### config.mk
export PLATFORM = sky130hd
export DESIGN_NAME = prog_fetch
export DESIGN_NICKNAME = d
export VERILOG_FILES = /design/src/rtl/prog_fetch.sv
export SDC_FILE = /design/constraint.sdc
export NUM_CORES = 1
export LEC_CHECK = 0
export ABC_AREA = 1
export BUFFER_PORTS_ARGS = -buffer_cell sky130_fd_sc_hd__buf_2
export CORE_ASPECT_RATIO = 0.75
export CORE_UTILIZATION = 51
export CTS_BUF_LIST = sky130_fd_sc_hd__clkbuf_4 sky130_fd_sc_hd__clkbuf_8
export CTS_CLUSTER_DIAMETER = 150
export DETAILED_ROUTE_END_ITERATION = 6
export GPL_ROUTABILITY_DRIVEN = 1
export PLACE_DENSITY_LB_ADDON = 0.08
export REMOVE_ABC_BUFFERS = 1
export SYNTH_ARGS = -nofsm -noshare
export SYNTH_HDL_FRONTEND = slang
export SYNTH_SLANG_ARGS = --single-unit
### constraint.sdc
create_clock -name CLK -period 3.6 [get_ports CLK]
set_clock_uncertainty 0.05 [all_clocks]
set_input_delay 0.18 -clock CLK [delete_from_list [all_inputs] [get_ports CLK]]
set_output_delay 0.18 -clock CLK [all_outputs]
set_load 0.01 [all_outputs]
### src/rtl/prog_fetch.sv
// Program store and fetch sequencer: 16x8 program RAM feeding the instruction decoder, PC stepped by decoder JMP/HLT.
// INSTR is a zero-latency read of RAM[PC]; the write port is ready in LOAD/HALT and stalled (PRG_READY=0) while running.
module prog_fetch #(
  parameter int ADDR_W = 4,
  parameter int DATA_W = 8,
  parameter int CNT_W  = 8
) (
  input  logic              CLK,
  input  logic              RST_N,
  input  logic              PRG_VALID,
  output logic              PRG_READY,
  input  logic [ADDR_W-1:0] PRG_ADDR,
  input  logic [DATA_W-1:0] PRG_DATA,
  input  logic              START,
  input  logic              JMP,
  input  logic [3:0]        IM,
  input  logic              HLT,
  output logic [DATA_W-1:0] INSTR,
  output logic [ADDR_W-1:0] PC,
  output logic              RUNNING,
  output logic              HALTED,
  output logic [CNT_W-1:0]  ICOUNT
);

  localparam int DEPTH = 2 ** ADDR_W;

  typedef enum logic [1:0] {
    S_LOAD = 2'd0,
    S_RUN  = 2'd1,
    S_HALT = 2'd2
  } state_t;

  state_t              state_q, state_d;
  logic [ADDR_W-1:0]   pc_q, pc_d;
  logic [CNT_W-1:0]    icnt_q, icnt_d;
  logic [DATA_W-1:0]   mem_q [DEPTH];
  logic                prg_we;

  assign PRG_READY = (state_q != S_RUN);
  assign prg_we    = PRG_VALID & PRG_READY;

  always_comb begin
    state_d = state_q;
    pc_d    = pc_q;
    icnt_d  = icnt_q;
    case (state_q)
      S_LOAD, S_HALT: begin
        if (START) begin
          state_d = S_RUN;
          pc_d    = '0;
          icnt_d  = '0;
        end
      end
      S_RUN: begin
        // Every RUN edge retires one instruction, including the halting one.
        if (icnt_q != {CNT_W{1'b1}}) begin
          icnt_d = icnt_q + CNT_W'(1);
        end
        if (HLT) begin
          state_d = S_HALT;
        end else if (JMP) begin
          pc_d = ADDR_W'(IM);
        end else begin
          pc_d = pc_q + ADDR_W'(1);
        end
      end
      default: begin
        state_d = S_LOAD;
      end
    endcase
  end

  always_ff @(posedge CLK or negedge RST_N) begin
    if (!RST_N) begin
      state_q <= S_LOAD;
      pc_q    <= '0;
      icnt_q  <= '0;
    end else begin
      state_q <= state_d;
      pc_q    <= pc_d;
      icnt_q  <= icnt_d;
    end
  end

  always_ff @(posedge CLK or negedge RST_N) begin
    if (!RST_N) begin
      for (int i = 0; i < DEPTH; i++) begin
        mem_q[i] <= '0;
      end
    end else if (prg_we) begin
      mem_q[PRG_ADDR] <= PRG_DATA;
    end
  end

  assign INSTR   = mem_q[pc_q];
  assign PC      = pc_q;
  assign ICOUNT  = icnt_q;
  assign RUNNING = (state_q == S_RUN);
  assign HALTED  = (state_q == S_HALT);

endmodule
==> qor.yml <==
drt:
  vias_per_cell: 5.36
  wl_per_cell_um: 17.1
  postRouteAntennaNets: 0
  drtIter0Drc: 641
  dr.pass1.iters: 5
  drc: 0
  wl_mm: 19.9
  vias: 6264
yosys:
  ys_ff_latch: 142
  synthCells: 937
  yosysMostFrequentCell: "nand2_1"
  synth_area_leaders: "dfrtp_1, nand2_1, o21ai_2"
  netlist_area_um2: 7460
  synth-seq-area-share_pct: 47.6
  yosys-top-cells-count: "nand2_1, dfrtp_1, nand3_1, inv_1, o21ai_2"
  synth.largest_area_cell: "dfrtp_1"
  synth_edf_count: 0
  ys_types: 26
  avgSynthCellArea_um2: 7.96
  synthArstFlopShare_pct: 100
  synth_top_area_share_pct: 47.6
  yosys_most_used_dff: "dfrtp_1"
  yosysWarnings: 0
finish:
  drive_gt1_share_pct: 17.9
  num-nets-final: 984
  area_growth_pct: 9.70
  fin_area_um2: 8180
  nFillCells: 1335
  antennaDiodeCount: 0
timing:
  hold_violations: 0
  finalSetupViolations: 0
  worst_pin_slew_ps: 975
  finalWorstSetupSlack_ps: 1000
  fin_tns_setup_ps: 0
  rsz0062_at_grt: "no"
  timing.final.crit_share_pct: 72.2
  hold_ws_ps: 21.6
  fmax_mhz: 385
  finalWorstPathRequiredPeriod_ps: 2600
  drv_slew: 0
  relSlewSlack_pct: 35.0
setup_path:
  worstPathMaxFanout: 36
  required_ps: 3370
  crit_path_start_kind: "register"
  arrival_ps: 2370
  cp_num_buf_inv: 4
  cpPeakStageDelay_ps: 390
  crit_chain: "buf_4, inv_1, buf_4, nand3_1, nand3_1, nand3_1, nand2_1, buf_2"
  cpMaxStageDelayCell: "buf_4"
  cp.depth: 8
  crit_top_cell: "nand3_1"
  crit_family: "buffers and inverters"
  reg2regPathDepth: 6
  worstSetupPathType: "register to primary output"
  crit_path_end_kind: "primary output"
outcome:
  status: "finished clean"
global_route:
  grt_pass1_vias: 5756
  gr-usage-all-layers_pct: 28.3
  grt_overflow_total: 0
  antenna_found_initial: 0
  grt_start_max_net_pins: 92
  grt_first_pass_wirelength_mm: 31.8
pwr:
  power_density_nw_per_um2: 704
  p_leak_nw: 4.17
  power_w: 0.00576
  ir_worst_vdd_mv: 0.361
floorplanning:
  die_h_um: 107
  die_w_um: 142
  initial_core_util_pct: 53.3
  num_rows: 37
  ioPinCount: 45
  coreArea_um2: 14000
  dieArea_um2: 15100
clock_network:
  cts_tree: "done"
  cts_buffers: 17
  clock-sinks: 142
  clockBufferDepth: 2
  htree_levels: 4
  cts_root_buf: "clkbuf_8"
  hold_buffers: 4
  path_clk_slew_ps: 80
  cts_resized: 0
  cts_setup_buffers: 0
  insertion_delay_ps: 460
placement:
  place_area_um2: 7680
  portBuffers: 44
  gp_congestion: 0.885
  dp_hpwl_mm: 12.9
  dp_slack_ps: 1470
min_path:
  hold_class: "input pin to register"
  hold_depth: 5
run:
  max_cap_viol_count: 0
==> logic make-up (layout without fill, tap and decap cells) <==
group,Yosys count,count (layout),share of synthesized area (%)
fa+ha+maj,2,2,0.335
compound gates,142,142,13.2
xor+xnor,2,2,0.235
simple gates,508,508,29.9
buf+inv,141,177,8.69
flops,142,142,47.6
==> stage by stage <==
| step | cells | utilization [%] |
|---|---|---|
| floorplan | 887 | - |
| global placement | 1132 | 54.9 |
| detailed placement | 1132 | 54.9 |
| CTS | 1168 | 58.5 |
| global route | 1168 | 58.5 |
| finish | 1168 | 58.5 |
==> report_power, final <==
part	total, W	internal [W]	leakage (nW)	switching [W]
combinational	0.00192	0.000668	2.12	0.00125
sequential	0.00233	0.00205	1.82	0.000286
clock	0.00151	0.000846	0.234	0.000661
total	0.00576	0.00356	4.17	0.00220
==> flip-flops by register name, summed over array words and instances, names as in the netlist <==
| register | count |
|---|---|
| PC | 4 |
| state_q | 2 |
| mem_q | 128 |
| ICOUNT | 8 |
==> tightest hold or removal path, delay by kind of cell <==
kind            cells  cell delay (ps)
simple gates        3              180
buf+inv             1               80
compound gates      1               60
==> layout by cell type (no fill, tap or decap), types with 2 or more instances in the layout <==
| cell type | netlist | final |
|---|---|---|
| o21ai_0 | 54 | 54 |
| clkbuf_8 | 0 | 18 |
| a21o_1 | 2 | 2 |
| bufinv_16 | 0 | 5 |
| nand3_1 | 96 | 96 |
| buf_4 | 0 | 5 |
| nor2_1 | 28 | 28 |
| ha_1 | 2 | 2 |
| inv_6 | 0 | 3 |
| o22ai_1 | 2 | 2 |
| inv_1 | 87 | 86 |
| o21ai_2 | 68 | 68 |
| clkinv_1 | 2 | 2 |
| inv_2 | 2 | 3 |
| nand2_1 | 364 | 364 |
| xor2_1 | 2 | 2 |
| nand2_2 | 7 | 7 |
| dfrtp_1 | 142 | 141 |
| o21bai_1 | 2 | 2 |
| clkinv_2 | 0 | 4 |
| nand2_8 | 10 | 10 |
| o21ai_1 | 13 | 13 |
| buf_2 | 22 | 43 |
| dlygate4sd3_1 | 0 | 4 |
==> routing by layer <==
layer | vias to the layer above | wire length (µm) | GRT usage [%]
li1 | 3003 | - | -
met1 | 3006 | 9460 | 41.5
met2 | 218 | 8630 | 41.1
met3 | 37 | 1400 | 5.90
met4 | 0 | 440 | 10.4
met5 | - | 0 | 0
==> final cells by class <==
class	count	area, µm²	share of cell area (%)
Inverter	91	342	4.17
Timing Repair Buffer	54	324	3.96
Sequential cell	142	3550	43.4
Clock inverter	14	213	2.60
Multi-Input combinational cell	654	3260	39.8
Clock buffer	18	248	3.03
Tap cell	195	244	2.98
==> final timing paths <==
check	startpoint	endpoint	slack, ps
worst max-delay path	PC[1]	INSTR[1]	1000
worst min-delay path	IM[3]	PC[3]	20
worst max register to register	state_q[0]	mem_q[10]	1460
worst min register to register	mem_q[28]	mem_q[28]	440
max in group asynchronous	RST_N	mem_q[28]	2410
min in group asynchronous	RST_N	mem_q[117]	320
No activity file was read; power rests on OpenSTA's default activity.
